`config.mk`:
```
export PLATFORM = sky130hd
export DESIGN_NAME = ones_pattern_gen_flat
export DESIGN_NICKNAME = d
export VERILOG_FILES = /design/src/rtl/ones_pattern_gen_if.sv /design/src/rtl/ones_pattern_gen.sv /design/src/flat_wrapper.sv
export SDC_FILE = /design/constraint.sdc
export NUM_CORES = 1
export LEC_CHECK = 0
export ABC_AREA = 1
export CAP_MARGIN = 0
export CELL_PAD_IN_SITES_DETAIL_PLACEMENT = 1
export CELL_PAD_IN_SITES_GLOBAL_PLACEMENT = 2
export CORE_MARGIN = 4
export CORE_UTILIZATION = 32
export CTS_CLUSTER_SIZE = 24
export DETAILED_ROUTE_END_ITERATION = 12
export MAX_ROUTING_LAYER = met4
export PLACE_DENSITY_LB_ADDON = 0.1
export RECOVER_POWER = 50
export SLEW_MARGIN = 20
export SYNTH_ARGS = -nofsm -noshare
export SYNTH_HDL_FRONTEND = slang
export SYNTH_SLANG_ARGS = --single-unit
```
`constraint.sdc`:
```
create_clock -name clk -period 4.05 [get_ports clk]
set_clock_uncertainty 0.05 [all_clocks]
set_input_delay 0.6075 -clock clk [delete_from_list [all_inputs] [get_ports clk]]
set_output_delay 0.6075 -clock clk [all_outputs]
set_load 0.01 [all_outputs]
```
`src/rtl/ones_pattern_gen_if.sv`:
```
// Output stream interface of ones_pattern_gen.
//   out_valid : out_word/out_last/out_index are valid
//   out_ready : consumer accepts the current word this cycle
//   out_word  : current pattern
//   out_last  : current word is the final one of the sequence
//   out_index : zero-based ordinal of out_word within the sequence
// The master drives the stream and the slave consumes it.
interface ones_pattern_gen_if #(
  parameter int WIDTH = 8
);
  logic             out_valid;
  logic             out_ready;
  logic [WIDTH-1:0] out_word;
  logic             out_last;
  logic [WIDTH-1:0] out_index;

  modport master (
    output out_valid,
    output out_word,
    output out_last,
    output out_index,
    input  out_ready
  );

  modport slave (
    input  out_valid,
    input  out_word,
    input  out_last,
    input  out_index,
    output out_ready
  );
endinterface

```
`src/rtl/ones_pattern_gen.sv`:
```
// ones_pattern_gen: for a target ones-count k, streams every WIDTH-bit word
// whose popcount is k, in ascending numeric order, over a valid/ready stream.
// Ports:
//   clk          : system clock, rising edge
//   rst          : synchronous active-high reset
//   start        : begin a sequence (sampled in IDLE only)
//   target_count : k, sampled together with an accepted start
//   busy         : high while a sequence is being emitted
//   done         : one-cycle pulse after the final word is accepted
//   err          : one-cycle pulse when start is given with k > WIDTH
//   bus          : output stream (valid/ready, word, last, index)
module ones_pattern_gen #(
  parameter int WIDTH = 8,
  parameter int CNT_W = 4
) (
  input  logic             clk,
  input  logic             rst,
  input  logic             start,
  input  logic [CNT_W-1:0] target_count,
  output logic             busy,
  output logic             done,
  output logic             err,
  ones_pattern_gen_if.master bus
);

  localparam int TZ_W = $clog2(WIDTH);

  typedef enum logic [0:0] {IDLE, EMIT} state_t;

  state_t           state_q;
  logic [WIDTH-1:0] word_q;
  logic [WIDTH-1:0] index_q;
  logic [CNT_W-1:0] k_q;
  logic             valid_q;
  logic             last_q;
  logic             busy_q;
  logic             done_q;
  logic             err_q;

  // Lowest k bits set: first word of the sequence.
  function automatic logic [WIDTH-1:0] low_mask(input logic [CNT_W-1:0] k);
    logic [WIDTH-1:0] m;
    m = '0;
    for (int i = 0; i < WIDTH; i++) begin
      if (i < int'(k)) m[i] = 1'b1;
    end
    return m;
  endfunction

  // Highest k bits set: final word of the sequence.
  function automatic logic [WIDTH-1:0] top_mask(input logic [CNT_W-1:0] k);
    logic [WIDTH-1:0] m;
    m = '0;
    for (int i = 0; i < WIDTH; i++) begin
      if (i >= WIDTH - int'(k)) m[i] = 1'b1;
    end
    return m;
  endfunction

  // Gosper successor, computed one bit wider so the carry out of the final
  // word does not wrap into a bogus low value.
  logic [WIDTH:0]   w_ext;
  logic [WIDTH:0]   c_ext;
  logic [WIDTH:0]   r_ext;
  logic [WIDTH:0]   x_ext;
  logic [WIDTH:0]   nxt_ext;
  logic [TZ_W-1:0]  tz;
  logic [WIDTH-1:0] succ_d;
  logic             succ_last_d;
  logic             xfer;

  always_comb begin
    w_ext = {1'b0, word_q};
    c_ext = w_ext & (~w_ext + 1'b1);
    r_ext = w_ext + c_ext;
    x_ext = r_ext ^ w_ext;
    // Trailing-zero count replaces the divide by the lowest set bit.
    tz = '0;
    for (int i = WIDTH - 1; i >= 0; i--) begin
      if (word_q[i]) tz = TZ_W'(i);
    end
    nxt_ext = r_ext | ((x_ext >> 2) >> tz);
  end

  assign succ_d = nxt_ext[WIDTH-1:0];
  // A carry only appears when stepping past the final word, so it can never
  // mark a successor as last.
  assign succ_last_d = !nxt_ext[WIDTH] && (succ_d == top_mask(k_q));
  assign xfer = valid_q && bus.out_ready;

  always_ff @(posedge clk) begin
    if (rst) begin
      state_q <= IDLE;
      word_q  <= '0;
      index_q <= '0;
      k_q     <= '0;
      valid_q <= 1'b0;
      last_q  <= 1'b0;
      busy_q  <= 1'b0;
      done_q  <= 1'b0;
      err_q   <= 1'b0;
    end else begin
      done_q <= 1'b0;
      err_q  <= 1'b0;
      case (state_q)
        IDLE: begin
          if (start) begin
            if (int'(target_count) > WIDTH) begin
              err_q <= 1'b1;
            end else begin
              state_q <= EMIT;
              busy_q  <= 1'b1;
              valid_q <= 1'b1;
              word_q  <= low_mask(target_count);
              index_q <= '0;
              k_q     <= target_count;
              // For k=0 and k=WIDTH the first word is also the final one.
              last_q  <= (low_mask(target_count) == top_mask(target_count));
            end
          end
        end
        EMIT: begin
          if (xfer) begin
            if (last_q) begin
              state_q <= IDLE;
              busy_q  <= 1'b0;
              valid_q <= 1'b0;
              last_q  <= 1'b0;
              done_q  <= 1'b1;
            end else begin
              word_q  <= succ_d;
              index_q <= index_q + 1'b1;
              last_q  <= succ_last_d;
            end
          end
        end
        default: state_q <= IDLE;
      endcase
    end
  end

  assign busy          = busy_q;
  assign done          = done_q;
  assign err           = err_q;
  assign bus.out_valid = valid_q;
  assign bus.out_word  = word_q;
  assign bus.out_last  = last_q;
  assign bus.out_index = index_q;

endmodule

```
`src/flat_wrapper.sv`:
```
// flat-port wrapper written by rule: the top's interface ports become plain ports
module ones_pattern_gen_flat 
#(
  parameter int WIDTH = 8,
  parameter int CNT_W = 4
)
  (clk, rst, start, target_count, busy, done, err, bus_out_valid, bus_out_word, bus_out_last, bus_out_index, bus_out_ready);
  ones_pattern_gen_if #(.WIDTH(WIDTH)) bus_i ();
  input  logic clk;
  input  logic rst;
  input  logic start;
  input  logic [CNT_W-1:0] target_count;
  output logic busy;
  output logic done;
  output logic err;
  output wire logic [$bits(bus_i.out_valid)-1:0] bus_out_valid;
  output wire logic [$bits(bus_i.out_word)-1:0] bus_out_word;
  output wire logic [$bits(bus_i.out_last)-1:0] bus_out_last;
  output wire logic [$bits(bus_i.out_index)-1:0] bus_out_index;
  input wire logic [$bits(bus_i.out_ready)-1:0] bus_out_ready;
  assign bus_out_valid = bus_i.out_valid;
  assign bus_out_word = bus_i.out_word;
  assign bus_out_last = bus_i.out_last;
  assign bus_out_index = bus_i.out_index;
  assign bus_i.out_ready = bus_out_ready;
  ones_pattern_gen #(.WIDTH(WIDTH), .CNT_W(CNT_W)) u_core (.clk(clk), .rst(rst), .start(start), .target_count(target_count), .busy(busy), .done(done), .err(err), .bus(bus_i));
endmodule
```
==> flow_summary.json <==
{
  "grt_use_met1_pct": 22.8,
  "final_cells": 476,
  "fmax_ghz": 0.326,
  "power.share.clock_pct": 16.2,
  "grt_setup_unrepaired": "no",
  "switching_power_w": 0.000437,
  "via_per_inst": 4.83,
  "antenna_found_initial": 0,
  "hp-class": "flop to flop",
  "setup_tns_ps": 0,
  "syn_nets": 371,
  "cp_max_fo": 17,
  "final_layout_size_suffix_gt1_share_pct": 11.1,
  "area_growth_pct": 18.6,
  "r2r_slack_ps": 1630,
  "clk_latency_ps": 270,
  "min_to": "u_core.busy",
  "cts_tree": "done",
  "critPathTopFamily": "simple AND/OR/NAND/NOR gates",
  "ctsResizeCount": 0,
  "cpMostUsedCell": "nand2_1",
  "syn_avg_cell_area_um2": 6.31,
  "status": "completed",
  "synthSimpleGateAreaFrac_pct": 40.6,
  "worstPathRequired_ps": 4230,
  "critical_path.reg2reg.startpoint": "u_core.state_q",
  "synth_edf_count": 0,
  "hold_viol_final": 0,
  "initialDrtViolationCount": 61,
  "ios": 29,
  "cts_hold_buf": 0,
  "crit_chain": "dlygate4sd3_1 -> inv_1 -> nand3_1 -> nand2_1 -> nand3_1 -> o21ai_4 -> inv_2 -> nor3_1 -> nand2_1 -> nor2_1 -> nand2_1 -> a21oi_1 -> o21a_1",
  "gp_congestion": 0.859,
  "vias": 2298,
  "synth_top_area_cell": "dfxtp_1",
  "grt_busiest_layer": "met2",
  "synth_top_family_by_area": "simple AND/OR/NAND/NOR gates",
  "worstMarginPinSlew_ps": 539,
  "ys_seq_area_share_pct": 22.4,
  "worst_path_max_delay_cell": "dlygate4sd3_1",
  "grt_pass1_wl_mm": 11.6,
  "post_cts_buffers": 0,
  "p_leak_nw": 1.20,
  "grt_use_total_pct": 17.7,
  "grt_use_met2_pct": 30.4,
  "placed_area_mm2": 0.00261,
  "swShare_pct": 46.8,
  "placed_cells": 472,
  "syn_area_mm2": 0.00223,
  "synthXorXnorAreaFrac_pct": 3.14,
  "nFillCells": 896,
  "met3_usage_pct": 1.57,
  "wl_mm": 7.02,
  "numPortBuffers": 28,
  "path_clk_slew_ps": 90,
  "hold_depth": 2,
  "grt_pass1_vias": 2281,
  "period_needed_ps": 3060,
  "dieArea_mm2": 0.00838,
  "rows": 30,
  "ys.flop_type": "dfxtp_1",
  "cp_num_buf_inv": 3,
  "design_area_mm2": 0.00265,
  "ant_nets": 0,
  "r2r-end": "u_core.bus.out_index[7]",
  "drc": 0,
  "cts_root_buffer": "clkbuf_8",
  "cts_max_level": 1,
  "synthMuxAreaShare_pct": 0,
  "pwr-share-seq_pct": 31.3,
  "ys.warnings.count": 0,
  "ys_top_cells_by_area": "dfxtp_1, nand2_1, inv_1, nor2_1, nand3_1",
  "grt_start_max_net_pins": 18,
  "layout.nets": 398,
  "max-cap-violations": 0,
  "rr_worst_depth": 10,
  "period_share_pct": 75.7,
  "synthArstFlopShare_pct": 0,
  "synth_seq_cells": 25,
  "cts_buffers": 3,
  "crit_type": "primary input to flop",
  "critPathLaunchType": "primary input",
  "comb_power_share_pct": 52.5,
  "synth_cell_type_count": 38,
  "chipHeight_um": 91.6,
  "min_from": "u_core.busy",
  "synthCells": 354,
  "overflow": 0,
  "slew_headroom_pct": 64.0,
  "synth_compound_gate_area_share_pct": 18.5,
  "die_w_um": 91.6,
  "timing.final.max_slew_violations": 0,
  "intPower_w": 0.000497,
  "yosysTopAreaCellShare_pct": 22.4,
  "initial_core_util_pct": 32.9,
  "arrival_ps": 3240,
  "power_density_mw_per_mm2": 352,
  "dp_slack_ps": 787,
  "cts_sinks": 25,
  "max-clock-path-buffers": 2,
  "cp-end-kind": "flop",
  "crit_cells": 13,
  "drt-wirelength-per-cell_um": 14.7,
  "core_area_mm2": 0.00679,
  "diodes": 0,
  "place_hpwl_mm": 5.95,
  "ir_drop_uv": 108,
  "synthAdderAreaFrac_pct": 5.04,
  "setup_viol": 0,
  "drt_pass1_iterations": 4,
  "cp_slowest_stage_delay_ps": 620,
  "layout_setup_ws_ps": 985
}
## power by group through the flow
stage | Combinational [W] | Sequential (W) | Clock, W
after floorplan | 0.000363 | 0.000292 | 0
after global placement | 0.000494 | 0.000300 | 0
after CTS | 0.000501 | 0.000293 | 0.000158
final | 0.000490 | 0.000292 | 0.000151
after detailed placement | 0.000500 | 0.000299 | 0
after global routing | 0.000561 | 0.000296 | 0.000167
## layout make-up
class	count	area, um2	share of cell area, %
Tap cell	96	120	4.53
Sequential cell	25	500	18.9
Clock buffer	4	45.0	1.70
Timing Repair Buffer	28	280	10.6
Inverter	53	199	7.51
Multi-Input combinational cell	270	1510	56.8
## flip-flops by register name (all words and copies together) (netlist names)
name	cells
u_core.busy	1
u_core.k_q	4
u_core.bus.out_last	1
u_core.err	1
u_core.bus.out_word	8
u_core.done	1
u_core.state_q	1
u_core.bus.out_index	8
## placed cells by master (no fill, tap or decap), drive strengths merged
cell type and instances:
a21oi 26, a31oi 1, ha 9, inv 53, nand3 32, xnor2 2, a21o 1, nand4 4
nor3b 4, dfxtp 25, o2111ai 1, a221oi 1, o31ai 1, nand2 98, dlygate4sd3 21, nor3 3
o21bai 1, nand3b 3, clkdlybuf4s50 7, or2 1, o21ai 31, nor2 39, xor2 6, o211ai 5
clkbuf 4, o21a 1
## worst reg2reg max path: cells and delay by family, from the launching register on
kind,cells,cell delay [ps]
AOI/OAI and AO/OA,3,490
buffers and inverters,2,400
and+or+nand+nor,5,1040
DFF,1,410
## how the worst max path moves through the flow
stage	startpoint	to	slack, ps
6_report	target_count[1]	u_core.bus.out_index[7]	990
5_1_grt	target_count[1]	u_core.bus.out_index[7]	640
4_1_cts	target_count[1]	u_core.bus.out_index[7]	1070
3_5_place_dp	target_count[1]	u_core.bus.out_index[7]	790
3_3_place_gp	target_count[1]	u_core.bus.out_index[7]	880
2_1_floorplan	target_count[0]	u_core.bus.out_last	2020
## per-stage QoR
step                      total power (W)  utilization (%)  hold WS, ps
after global placement           0.000793             38.3          442
final                            0.000934             39.0          449
after detailed placement         0.000799             38.3          447
after floorplan                  0.000655                -          432
after CTS                        0.000953             39.0          460
after global routing              0.00102             39.0          486
## synthesized netlist by cell type, types with 2 or more instances
| library cell | n |
|---|---|
| nor2_1 | 36 |
| inv_2 | 9 |
| o21ai_2 | 2 |
| clkbuf_1 | 4 |
| a21oi_2 | 2 |
| o21ai_1 | 2 |
| nand2_1 | 84 |
| nand3_2 | 3 |
| inv_1 | 44 |
| nand3_4 | 3 |
| o21ai_0 | 26 |
| nand2_2 | 9 |
| nand3b_1 | 3 |
| nand2_4 | 5 |
| xor2_1 | 6 |
| xnor2_1 | 2 |
| o211ai_1 | 5 |
| a21oi_1 | 23 |
| nor2_4 | 2 |
| dfxtp_1 | 25 |
| buf_4 | 2 |
| ha_1 | 9 |
| nor3b_1 | 4 |
| nand4_1 | 4 |
| nor3_1 | 2 |
| nand3_1 | 26 |
## logic make-up after synthesis
| kind of cell | count (synthesis) |
|---|---|
| AND/OR/NAND/NOR | 184 |
| flip-flops | 25 |
| adder cells (fa/ha/maj) | 9 |
| AO/OA/AOI/OAI | 69 |
| XOR/XNOR | 8 |
| buffers and inverters | 59 |
## layer usage
layer | share of wire [%] | vias up
li1 | - | 1198
met1 | 47 | 1064
met2 | 49 | 29
met3 | 2.2 | 7
met4 | 0.93 | 0
met5 | 0 | -
(Power assumes the default switching activity.)
